**src/rtl/pm_loader_pkg.sv**
```systemverilog
// Shared types and constants for the program-memory boot loader.
package pm_loader_pkg;

  localparam int          WORD_W    = 24;
  localparam int          ADDR_W    = 8;
  localparam logic [7:0]  HEADER    = 8'hA5;
  localparam logic [7:0]  BASE_ADDR = 8'h00;

  typedef enum logic [3:0] {
    ST_IDLE,
    ST_COUNT,
    ST_B2,
    ST_B1,
    ST_B0,
    ST_WRITE,
    ST_CHK,
    ST_DONE,
    ST_ERR
  } state_t;

  // States in which the loader takes a byte from the host link.
  function automatic logic accepts_byte(input state_t s);
    return (s inside {ST_IDLE, ST_COUNT, ST_B2, ST_B1, ST_B0, ST_CHK});
  endfunction

endpackage

```
**src/rtl/pm_word_assembler.sv**
```systemverilog
// Byte-lane shift register building a big-endian word, plus the running checksum.
// The checksum accumulator exists only when PM_LOADER_CHECKSUM_EN is defined.
module pm_word_assembler
  import pm_loader_pkg::*;
(
  input  logic              clk,
  input  logic              reset,
  input  logic              i_clr,
  input  logic              i_shift,
  input  logic [7:0]        i_byte,
`ifdef PM_LOADER_CHECKSUM_EN
  output logic [7:0]        o_sum_next,
`endif
  output logic [WORD_W-1:0] o_word_next
);

  logic [WORD_W-1:0] r_word;
  logic [WORD_W-1:0] w_word_next;

  assign w_word_next = {r_word[WORD_W-9:0], i_byte};
  assign o_word_next = w_word_next;

  always_ff @(posedge clk or negedge reset) begin
    if (!reset) begin
      r_word <= '0;
    end else if (i_shift) begin
      r_word <= w_word_next;
    end
  end

`ifdef PM_LOADER_CHECKSUM_EN
  logic [7:0] r_sum;
  logic [7:0] w_sum_next;

  // Sum including the byte currently on the link; used for both shift and the final check.
  assign w_sum_next = r_sum + i_byte;
  assign o_sum_next = w_sum_next;

  always_ff @(posedge clk or negedge reset) begin
    if (!reset) begin
      r_sum <= 8'h00;
    end else if (i_clr) begin
      r_sum <= 8'h00;
    end else if (i_shift) begin
      r_sum <= w_sum_next;
    end
  end
`endif

endmodule

```
**src/rtl/pm_loader.sv**
```systemverilog
// Boot-time loader: framed host bytes -> 24-bit program-memory writes, then core release.
// Optional trailing checksum byte enabled by defining PM_LOADER_CHECKSUM_EN.
//
// state    | meaning
// IDLE     | hunting for HEADER, other bytes dropped
// COUNT    | waiting for word count (0 means 256)
// B2/B1/B0 | collecting word bytes MSB first
// WRITE    | one-cycle program-memory write
// CHK      | waiting for checksum byte
// DONE     | image loaded, core released
// ERR      | checksum failed, core held
module pm_loader
  import pm_loader_pkg::*;
(
  input  logic              clk,
  input  logic              reset,
  input  logic [7:0]        rx_data,
  input  logic              rx_valid,
  output logic              rx_ready,
  input  logic              load_req,
  output logic              pm_we,
  output logic [ADDR_W-1:0] pm_addr,
  output logic [WORD_W-1:0] pm_din,
  output logic              cpu_run,
  output logic              load_done,
  output logic              load_err
);

  state_t              r_state;
  state_t              w_next;
  logic                r_rx_ready;
  logic                r_pm_we;
  logic [ADDR_W-1:0]   r_pm_addr;
  logic [WORD_W-1:0]   r_pm_din;
  logic                r_cpu_run;
  logic                r_load_done;
  logic [8:0]          r_cnt;
  logic [ADDR_W-1:0]   r_ptr;
  logic                w_accept;
  logic                w_clr;
  logic                w_shift;
  logic [WORD_W-1:0]   w_word_next;
`ifdef PM_LOADER_CHECKSUM_EN
  logic [7:0]          w_sum_next;
  logic                r_load_err;
`endif

  assign w_accept = rx_valid && r_rx_ready;

  pm_word_assembler u_asm (
    .clk         (clk),
    .reset       (reset),
    .i_clr       (w_clr),
    .i_shift     (w_shift),
    .i_byte      (rx_data),
`ifdef PM_LOADER_CHECKSUM_EN
    .o_sum_next  (w_sum_next),
`endif
    .o_word_next (w_word_next)
  );

  always_comb begin
    w_next  = r_state;
    w_clr   = 1'b0;
    w_shift = 1'b0;
    case (r_state)
      ST_IDLE: begin
        if (w_accept && rx_data == HEADER) w_next = ST_COUNT;
      end
      ST_COUNT: begin
        if (w_accept) begin
          w_clr  = 1'b1;
          w_next = ST_B2;
        end
      end
      ST_B2: begin
        if (w_accept) begin
          w_shift = 1'b1;
          w_next  = ST_B1;
        end
      end
      ST_B1: begin
        if (w_accept) begin
          w_shift = 1'b1;
          w_next  = ST_B0;
        end
      end
      ST_B0: begin
        if (w_accept) begin
          w_shift = 1'b1;
          w_next  = ST_WRITE;
        end
      end
      ST_WRITE: begin
        if (r_cnt == 9'd1) begin
`ifdef PM_LOADER_CHECKSUM_EN
          w_next = ST_CHK;
`else
          w_next = ST_DONE;
`endif
        end else begin
          w_next = ST_B2;
        end
      end
`ifdef PM_LOADER_CHECKSUM_EN
      ST_CHK: begin
        if (w_accept) w_next = (w_sum_next == 8'h00) ? ST_DONE : ST_ERR;
      end
      ST_ERR: begin
        if (load_req) w_next = ST_IDLE;
      end
`endif
      ST_DONE: begin
        if (load_req) w_next = ST_IDLE;
      end
      default: w_next = ST_IDLE;
    endcase
  end

  // All outputs are registered decodes of the next state, so nothing combinational reaches a port.
  always_ff @(posedge clk or negedge reset) begin
    if (!reset) begin
      r_state     <= ST_IDLE;
      r_rx_ready  <= 1'b1;
      r_pm_we     <= 1'b0;
      r_pm_addr   <= BASE_ADDR;
      r_pm_din    <= '0;
      r_cpu_run   <= 1'b0;
      r_load_done <= 1'b0;
      r_cnt       <= 9'd0;
      r_ptr       <= BASE_ADDR;
    end else begin
      r_state     <= w_next;
      r_rx_ready  <= accepts_byte(w_next);
      r_pm_we     <= (w_next == ST_WRITE);
      r_cpu_run   <= (w_next == ST_DONE);
      r_load_done <= (w_next == ST_DONE);
      if (w_next == ST_WRITE) begin
        r_pm_addr <= r_ptr;
        r_pm_din  <= w_word_next;
      end
      if (w_clr) begin
        r_cnt <= (rx_data == 8'h00) ? 9'd256 : {1'b0, rx_data};
        r_ptr <= BASE_ADDR;
      end else if (r_state == ST_WRITE) begin
        r_cnt <= r_cnt - 9'd1;
        r_ptr <= r_ptr + 8'd1;
      end
    end
  end

`ifdef PM_LOADER_CHECKSUM_EN
  always_ff @(posedge clk or negedge reset) begin
    if (!reset) r_load_err <= 1'b0;
    else        r_load_err <= (w_next == ST_ERR);
  end
  assign load_err = r_load_err;
`else
  assign load_err = 1'b0;
`endif

  assign rx_ready  = r_rx_ready;
  assign pm_we     = r_pm_we;
  assign pm_addr   = r_pm_addr;
  assign pm_din    = r_pm_din;
  assign cpu_run   = r_cpu_run;
  assign load_done = r_load_done;

endmodule
```
**config.mk**
```make
export PLATFORM = sky130hd
export DESIGN_NAME = pm_loader
export DESIGN_NICKNAME = d
export VERILOG_FILES = /design/src/rtl/pm_loader_pkg.sv /design/src/rtl/pm_word_assembler.sv /design/src/rtl/pm_loader.sv
export SDC_FILE = /design/constraint.sdc
export NUM_CORES = 1
export LEC_CHECK = 0
export ABC_AREA = 1
export ABC_CLOCK_PERIOD_IN_PS = 1700
export BUFFER_PORTS_ARGS = -buffer_cell sky130_fd_sc_hd__buf_2
export CAP_MARGIN = 5
export CORE_MARGIN = 2
export CORE_UTILIZATION = 56
export DETAILED_ROUTE_END_ITERATION = 8
export PLACE_DENSITY = 0.79
export SLEW_MARGIN = 20
export SYNTH_ARGS = -nofsm -noshare
export SYNTH_HDL_FRONTEND = slang
export SYNTH_SLANG_ARGS = --single-unit
```
**constraint.sdc**
```tcl
create_clock -name clk -period 1.7 [get_ports clk]
set_clock_uncertainty 0.15 [all_clocks]
set_input_delay 0.34 -clock clk [delete_from_list [all_inputs] [get_ports clk]]
set_output_delay 0.34 -clock clk [all_outputs]
set_load 0.005 [all_outputs]
```
==> metrics.yaml, run 1 <==
grt:
  groute.usage.overall_pct: 24.42
  grt_pass1_vias: 2566
  grt_pass1_wl_mm: 11.85
  overflow: 0
  grt_max_degree: 38
  antenna_found_initial: 0
route:
  initialDrtViolationCount: 181
  drcViolationCount: 0
  wl_per_cell_um: 13.83
  dr.pass1.iters: 4
  detail_route.vias_per_cell: 5.183
  ant_nets: 0
  routed_wl_mm: 7.274
  num_vias: 2726
floorplan:
  fp.dieH_um: 80.37
  die_x_um: 80.37
  core_region_area_sq_um: 5574
  die-area_sq_um: 6459
  row_count: 27
  io_pins: 49
  start_util_pct: 58.59
logic_synthesis:
  ys_top_cells_by_count: "141 x nand2_1, 71 x dfrtp_1, 36 x inv_1"
  synth.most_common_cell: "nand2_1"
  synth_edf_count: 0
  ys_warn_count: 0
  avgSynthCellArea_sq_um: 8.438
  yosys.area.top_type: "dfrtp_1"
  synth_top_area_share_pct: 54.41
  synthTopCellsByArea: "dfrtp_1 54%, nand2_1 16%, inv_1 4.1%"
  netlist_instances: 387
  async_reset_ff_share_pct: 100.0
  yosys_register_bits: 72
  synth.distinct_cells: 30
  ys_seq_area_share_pct: 55.21
  netlist_area_sq_um: 3266
  ys.flop_type: "dfrtp_1"
cts:
  cts_tree: "built"
  cts_max_path_buffers: 2
  cts.sinks: 72
  htree_levels: 3
  clk_pin_slew_ps: 80
  root_buffer: "clkbuf_8"
  worstSkewPairLatency_ps: 360
  cts_buffers: 9
placement:
  dp_hpwl_mm: 4.921
  port_buffers: 47
  gp_congestion: 0.9434
sta:
  hold_viol_final: 0
  post-route-min-period_ps: 1657
  setup_viol: 0
  rsz0062_at_grt: "yes"
  fin_hold_ws_ps: 101.9
  setup-tns-final_ps: 0
  fmax_ghz: 0.6036
  min_period_over_period_pct: 97.46
  slew_viol_final: 0
job:
  maxCapViolations: 0
setup_path:
  crit_type: "reg2reg"
  worstSetupEndpointType: "flop"
  critPathArrivalTime_ps: 1740
  slowest_stage: "dfstp_2"
  critPathMaxStageDelay_ps: 530
  path_cells: "nand2_1, inv_2, nand3_4, nand2_8, clkinvlp_4, nand2_1, o211ai_1"
  cp_max_fo: 12
  startpoint_type: "flop"
  crit_path_frequent_cell: "nand2_1"
  worst_ep_required_time_ps: 1780
pwr:
  power.total_mw: 4.719
  ir_worst_vdd_v: 0.0006425
  p_leak_nw: 2.132
  pwr_density_cell_nw_per_um2: 1209
finish:
  drive_gt1_share_pct: 22.03
  regArea_sq_um: 1804
  n_antenna_cell: 0
  area_growth_syn_to_layout_pct: 19.50
  final_nets: 464
  multi_input_area_sq_um: 1227
  fillCellCount: 424
hold_path:
  hp-class: "in2reg"
outcome:
  outcome: "completed"
==> per-layer routing <==
metal	wire length, um	global-route usage (%)	share of wire (%)	vias up
met5	0	0	0	-
met4	77	8.475	1.1	0
met3	513	5.506	7.1	10
met2	3419	38.67	47	93
met1	3264	33.31	45	1285
li1	-	-	-	1338
==> through the flow <==
stage                     area (sq um)  worst slack (ps)  instances  utilization [%]
after detailed placement          3633             50.14        507            65.19
after floorplan                   3269             136.4        388                -
after CTS                         3871             51.87        524            69.45
after global routing              3902            -46.00        526            70.01
after global placement            3633             88.03        507            65.19
final                             3902             43.14        526            70.01
==> cell families (layout without fill, tap and decap cells) <==
kind of cell | Yosys count | after routing | share of synthesized area [%]
xor+xnor | 4 | 4 | 1.073
simple gates | 210 | 210 | 27.51
flops | 72 | 72 | 55.21
other cells | 1 | 2 | 0.1148
buf+inv | 53 | 119 | 7.663
fa+ha+maj | 3 | 3 | 1.150
compound gates | 44 | 44 | 7.280
==> what timing repair did <==
action / in CTS / in global routing
gates resized for setup: 2 / 4
setup buffers: 0 / 2
gates cloned: 0 / 0
endpoints found under the hold margin: 13 / 0
setup endpoints to repair: 2 / 3
hold buffers: 1 / 0
==> cells in the final DEF (no fill, tap or decap), types with 2 or more instances in the layout <==
master      count
o22ai_1         2
o21ai_1         5
xor2_1          3
nand4_1         8
o21ai_2         2
buf_4          13
buf_12          3
inv_2           4
nand2_1       141
nor3_1          2
inv_1          34
o21ai_0        21
o211ai_1        3
clkinvlp_4      3
ha_1            3
nand2_2         2
nor2_1         27
dfrtp_1        70
clkbuf_8        9
a21oi_1        11
bufinv_16       2
nand3_2         2
buf_2          47
nor2_2          4
conb_1          2
nand3_1        19
==> where the power goes <==
part           leakage, nW  internal [mW]  switching [mW]
sequential           0.937           2.06           0.201
combinational         1.09          0.365           0.539
clock                0.108          0.843           0.708
==> state kept, by name, indices dropped and copies added, names as in the netlist <==
register      flops
load_done         1
u_asm.r_word     16
rx_ready          1
pm_din           24
r_ptr             8
r_cnt             9
pm_addr           8
pm_we             1
r_state           4
==> worst max-delay path: cells and delay by family, from the launching register on <==
family	cells	cell delay [ps]
simple gates	4	450
compound gates	1	90
flops	1	530
buf+inv	2	300
==> layout make-up <==
type | count | share of cell area, %
clock buffers | 9 | 3.174
clock inverters | 7 | 2.661
inverters | 39 | 3.847
multi-input cells | 263 | 31.45
flip-flops and latches | 72 | 46.23
well taps | 72 | 2.308
repair buffers | 64 | 10.32
==> worst paths after layout <==
| path | start | end | slack [ps] | cells after the start |
|---|---|---|---|---|
| worst max register to register | rx_ready | r_cnt[1] | 40 | 7 |
| max in group asynchronous | reset | pm_din[18] | 500 | 3 |
| worst min-delay path | rx_data[4] | pm_din[4] | 100 | 3 |
| worst max-delay path | rx_ready | r_cnt[1] | 40 | 7 |
| worst min register to register | pm_din[19] | pm_din[19] | 330 | 2 |
| min in group asynchronous | reset | pm_din[1] | 290 | 2 |
Note: power is estimated with default switching activity, not from simulation.
==> run 2, diff against run 1 <==
==> constraint.sdc (replaced) <==
create_clock -name clk -period 1.7 [get_ports clk]
set_clock_uncertainty 0.15 [all_clocks]
set_input_delay 0 -clock clk [delete_from_list [all_inputs] [get_ports clk]]
set_output_delay 0 -clock clk [all_outputs]
set_load 0.005 [all_outputs]
==> metrics.yaml, run 2 (synthesized netlist as in run 1, its figures left out) <==
sta:
  setup_viol: 0  # unchanged
  worst_slew_pin_slew_ps: 583.2
  post-route-min-period_ps: 1593  # -64.30 ps
  setup-tns-final_ps: 0  # unchanged
  slew_viol_final: 0  # unchanged
  hold_viol_final: 0  # unchanged
  max_slew_margin_pct: 61.12
  min_period_over_period_pct: 93.68  # -3.8 points
  rsz0062_at_grt: "no"
  fmax_ghz: 0.6279  # +4.0%
grt:
  groute.usage.overall_pct: 24.88  # +0.45 points
  antenna_found_initial: 0  # unchanged
  overflow: 0  # unchanged
  grt_pass1_vias: 2651  # +3.3%
  grt_max_degree: 34  # -11%
  grt_pass1_wl_mm: 12.30  # +3.8%
outcome:
  outcome: "completed"
route:
  wl_per_cell_um: 13.69  # -0.97%
  detail_route.vias_per_cell: 5.184  # about the same
  ant_nets: 0  # unchanged
  drcViolationCount: 0  # unchanged
  num_vias: 2768  # +1.5%
  dr.pass1.iters: 5  # +1
  initialDrtViolationCount: 217  # +20%
  routed_wl_mm: 7.313  # +0.54%
cts:
  cts.sinks: 72  # unchanged
  cts_buffers: 9  # unchanged
  clk_pin_slew_ps: 80  # about the same
  cts_tree: "built"
  root_buffer: "clkbuf_8"
  cts_max_path_buffers: 2  # unchanged
  worstSkewPairLatency_ps: 340  # -20 ps
  htree_levels: 3  # unchanged
floorplan:
  row_count: 27  # unchanged
  die-area_sq_um: 6459  # unchanged
  io_pins: 49  # unchanged
  core_region_area_sq_um: 5574  # unchanged
  start_util_pct: 58.59  # unchanged
  fp.dieH_um: 80.37  # unchanged
  die_x_um: 80.37  # unchanged
hold_path:
  hp-class: "in2async"
setup_path:
  worstSetupEndpointType: "flop"
  slowest_stage: "dfrtp_1"
  worst_ep_required_time_ps: 1770  # about the same
  r2r_end: "r_cnt[1]"
  rrSetupSlack_ps: 110  # +60 ps
  reg2regPathDepth: 6  # -1
  crit_type: "reg2reg"
  cp_max_fo: 7  # -5
  path_cells: "nor2_4, nand3_4, nand2_8, clkinvlp_4, nand2_1, o211ai_1"
  r2r_start: "r_state[1]"
  startpoint_type: "flop"
  critPathMaxStageDelay_ps: 490  # -40 ps
  critPathArrivalTime_ps: 1670  # -70 ps
finish:
  multi_input_area_sq_um: 1247  # +1.6%
  regArea_sq_um: 1803  # about the same
  final_cell_mix: "140 x nand2_1, 71 x dfrtp_1, 47 x buf_2, 34 x inv_1, 27 x nor2_1"
  final_nets: 472  # +1.7%
  fin_util_pct: 71.31  # +1.3 points
  largest_reg_flops: 24  # unchanged
  drive_gt1_share_pct: 21.43  # -0.60 points
  n_antenna_cell: 0  # unchanged
  final_common_cell: "nand2_1"
  fillCellCount: 403  # -5.0%
  area_growth_syn_to_layout_pct: 21.72
pwr:
  cellInternalPower_mw: 3.020  # -7.7%
  combPwrFrac_pct: 20.9  # +1.7 points
  ir_worst_vdd_v: 0.0006412  # -0.20%
  p_switching_mw: 1.420  # -1.9%
  clkPwrFrac_pct: 27.9  # -5.0 points
  pwr_density_cell_nw_per_um2: 1117  # -7.6%
  p_leak_nw: 2.157  # +1.2%
  swShare_pct: 31.98  # +1.3 points
  sequentialPowerShare_pct: 51.2  # +3.2 points
placement:
  dp_hpwl_mm: 5.124  # +4.1%
  port_buffers: 47  # unchanged
  gp_congestion: 0.9363  # -0.75%
job:
  maxCapViolations: 0  # unchanged
run 2: worst max-delay path, delay by kind of cell, from the launching register on:
family / cells / cell delay [ps]
buffers and inverters: 1 / 160
DFF: 1 / 490
AOI/OAI and AO/OA: 1 / 80
and+or+nand+nor: 4 / 580
run 2: per-layer routing:
| layer | vias up | GRT usage [%] | wire (um) |
|---|---|---|---|
| met5 | - | 0 | 0 |
| met1 | 1313 | 34.93 | 3375 |
| met3 | 11 | 4.270 | 407 |
| li1 | 1353 | - | - |
| met2 | 91 | 38.83 | 3407 |
| met4 | 0 | 9.492 | 123 |
run 2: how the worst max path moves through the flow:
stage                     from  cells after the start    endpoint  slack (ps)
detailed placement    rx_ready                      7    r_cnt[1]           9
global placement      rx_ready                      7    r_cnt[1]          60
CTS                   rx_ready                      7    r_cnt[1]          60
floorplan             rx_ready                      7  pm_addr[4]         140
global route        r_state[1]                      6    r_cnt[1]           2
finish              r_state[1]                      6    r_cnt[1]         110
run 2: final cells by class:
class                   count  area share (%)
inverters                  39           3.840
clock inverters             6           1.102
well taps                  72           2.266
flip-flops and latches     72           45.36
repair buffers             72           12.59
multi-input cells         263           31.38
clock buffers              10           3.462
run 2: stage by stage:
stage | setup slack [ps] | total power, mW | area, sq um | cells | hold slack (ps)
floorplan | 136.4 | 2.834 | 3269 | 388 | -445.6
global placement | 56.28 | 3.118 | 3631 | 505 | -135.1
detailed placement | 8.710 | 3.176 | 3631 | 505 | -121.3
CTS | 55.09 | 4.419 | 3923 | 532 | 49.61
global route | 2.239 | 4.730 | 3975 | 534 | 95.79
finish | 107.4 | 4.439 | 3975 | 534 | 42.61
run 2: timing repair:
action                                  4_1_cts  5_1_grt
gates resized for setup                       1        8
pin swaps                                     0        1
endpoints found under the hold margin       100        0
endpoints found under the setup margin        3       17
hold buffers                                 11        0
setup buffers                                 0        2
run 2: power groups by stage:
stage                     clock network [mW]  logic (mW)  registers (mW)
final                                   1.24       0.930            2.27
after global routing                    1.33        1.08            2.31
after CTS                               1.25       0.910            2.26
after detailed placement                   0       0.883            2.29
after global placement                     0       0.835            2.28
after floorplan                            0       0.574            2.26
==> run 3, diff against run 2 <==
CELL_PAD_IN_SITES_DETAIL_PLACEMENT = 2   (was unset)
CELL_PAD_IN_SITES_GLOBAL_PLACEMENT = 2   (was unset)
CORE_UTILIZATION = 34   (was 56)
PLACE_DENSITY = unset   (was 0.79)
PLACE_DENSITY_LB_ADDON = 0.1   (was unset)
==> metrics.yaml, run 3 (synthesized netlist as in run 1, its figures left out) <==
hold_path:
  hp-class: "in2async"
setup_path:
  crit_type: "reg2reg"
  critPathArrivalTime_ps: 1810  # +140 ps
  worst_ep_required_time_ps: 1790  # +20 ps
  critPathMaxStageDelay_ps: 560  # +70 ps
  crit_family: "flip-flops"
  startpoint_type: "flop"
  path_cells: "nand2_4, inv_4, buf_6, nand3_4, nand2_8, clkinvlp_4, nand2_2, o211ai_1"
  worstSetupEndpointType: "flop"
  slowest_stage: "dfstp_2"
  path_buf_inv: 3  # +2
  cp_max_fo: 8  # +1
finish:
  n_antenna_cell: 0  # unchanged
  fin_cells: 600  # +12%
  regArea_sq_um: 1805  # +0.14%
  largest_reg_flops: 24  # unchanged
  fillCellCount: 1032  # +160%
  final_nets: 481  # +1.9%
  drive_gt1_share_pct: 23.57  # +2.1 points
  area_growth_syn_to_layout_pct: 30.19
  multi_input_area_sq_um: 1267  # +1.6%
  final_cell_mix: "138 x nand2_1, 69 x dfrtp_1, 47 x buf_2, 34 x inv_1, 27 x nor2_1"
  final_common_cell: "nand2_1"
pwr:
  combPwrFrac_pct: 21.1  # +0.2 points
  p_switching_mw: 1.617  # +14%
  clkPwrFrac_pct: 33.8  # +5.9 points
  swShare_pct: 31.72  # -0.26 points
  sequentialPowerShare_pct: 45.1  # -6.1 points
  ir_worst_vdd_v: 0.0004705  # -27%
  pwr_density_cell_nw_per_um2: 1199  # +7.3%
  p_leak_nw: 2.249  # +4.3%
  cellInternalPower_mw: 3.479  # +15%
route:
  dr.pass1.iters: 4  # -1
  num_vias: 2925  # +5.7%
  routed_wl_mm: 10.99  # +50%
  detail_route.vias_per_cell: 4.875  # -6.0%
  initialDrtViolationCount: 57  # -74%
  ant_nets: 0  # unchanged
  wl_per_cell_um: 18.32  # +34%
  drcViolationCount: 0  # unchanged
placement:
  dp_hpwl_mm: 6.774  # +32%
  placed_cells: 564  # +12%
  port_buffers: 47  # unchanged
  post-place-ws_ps: 17.89  # +9.180 ps
  gp_congestion: 0.7777  # -17%
cts:
  cts_buffers: 9  # unchanged
  htree_levels: 3  # unchanged
  cts_max_path_buffers: 2  # unchanged
  worstSkewPairLatency_ps: 370  # +30 ps
  root_buffer: "clkbuf_8"
  cts.sinks: 72  # unchanged
  clk_pin_slew_ps: 90  # about the same
  cts_tree: "built"
floorplan:
  io_pins: 49  # unchanged
  core_region_area_sq_um: 9284  # +67%
  row_count: 35  # +30%
  die-area_sq_um: 10410  # +61%
  start_util_pct: 35.18  # -23 points
  die_x_um: 102.0  # +27%
  fp.dieH_um: 102.0  # +27%
sta:
  min_period_over_period_pct: 101.3  # +7.6 points
  rsz0062_at_grt: "yes"
  setup_viol: 1  # +1
  setup_ws_ps: -22.02  # -129.5 ps
  max_slew_margin_pct: 61.91  # +0.79 points
  worst_slew_pin_slew_ps: 571.4  # -11.79 ps
  hold_viol_final: 0  # unchanged
  fmax_ghz: 0.5807  # -7.5%
  slew_viol_final: 0  # unchanged
  post-route-min-period_ps: 1722  # +129.5 ps
outcome:
  violations: "setup timing"
  outcome: "finished with violations"
grt:
  grt_pass1_wl_mm: 16.97  # +38%
  overflow: 0  # unchanged
  grt_max_degree: 31  # -8.8%
  groute.usage.overall_pct: 21.78  # -3.1 points
  antenna_found_initial: 0  # unchanged
  grt_pass1_vias: 3209  # +21%
job:
  maxCapViolations: 0  # unchanged
-- run 3: cell count changes in the layout (fill, tap and decap cells not counted), sizes merged --
cell | before | now
buf | 61 | 69
clkbuf | 10 | 11
bufinv | 0 | 3
clkinv | 4 | 0
inv | 39 | 40
-- run 3: final cells by class --
| type | count | share of cell area [%] |
|---|---|---|
| Sequential cell | 72 | 42.47 |
| Multi-Input combinational cell | 263 | 29.81 |
| Timing Repair Buffer | 81 | 14.63 |
| Tap cell | 129 | 3.796 |
| Inverter | 39 | 3.590 |
| Clock buffer | 10 | 3.002 |
| Clock inverter | 6 | 2.707 |
-- run 3: path summary, 6_finish.rpt --
check | from | to | depth (start not counted) | slack, ps
max | rx_ready | r_cnt[1] | 8 | -20
min | reset | r_cnt[0] | 2 | 20
max reg2reg | rx_ready | r_cnt[1] | 8 | -20
min reg2reg | pm_din[12] | pm_din[12] | 2 | 330
max in group asynchronous | reset | r_cnt[5] | 3 | 810
min in group clk | rx_data[4] | pm_din[4] | 4 | 310
-- run 3: metal layers --
metal  GRT usage [%]  wire length [um]  vias up
met2           38.11              5713       51
met3           3.420               258       21
met5               0                 0        -
met4           8.205               212        0
li1                -                 -     1367
met1           27.15              4807     1486
-- run 3: worst register-to-register path, delay by kind of cell (launching register included) --
kind	cells	cell delay (ps)
buffers and inverters	3	340
AOI/OAI and AO/OA	1	110
DFF	1	560
and+or+nand+nor	4	430
-- run 3: timing repair --
item,in CTS,in global routing
gates cloned,1,1
hold buffers,11,0
setup buffers,0,7
gates resized for setup,6,15
pin swaps,1,4
setup endpoints to repair,5,26
hold endpoints to repair,101,0
-- run 3: per-stage QoR --
step / hold WS [ps] / util [%] / setup TNS, ps / power, mW / area (sq um)
4_1_cts: 8.097 / 44.31 / 0 / 5.025 / 4114
3_5_place_dp: -135.6 / 40.04 / 0 / 3.272 / 3717
2_1_floorplan: -445.6 / - / 0 / 2.834 / 3269
6_report: 15.82 / 45.80 / -22.02 / 5.096 / 4252
3_3_place_gp: -137.7 / 40.04 / 0 / 3.201 / 3717
5_1_grt: 34.58 / 45.80 / -250.9 / 5.398 / 4252
-- run 3: power groups by stage --
stage               sequential, mW  combinational (mW)  clock (mW)
finish                        2.30                1.07        1.72
global route                  2.35                1.22        1.82
CTS                           2.28                1.01        1.73
detailed placement            2.31               0.963           0
global placement              2.29               0.908           0
floorplan                     2.26               0.574           0
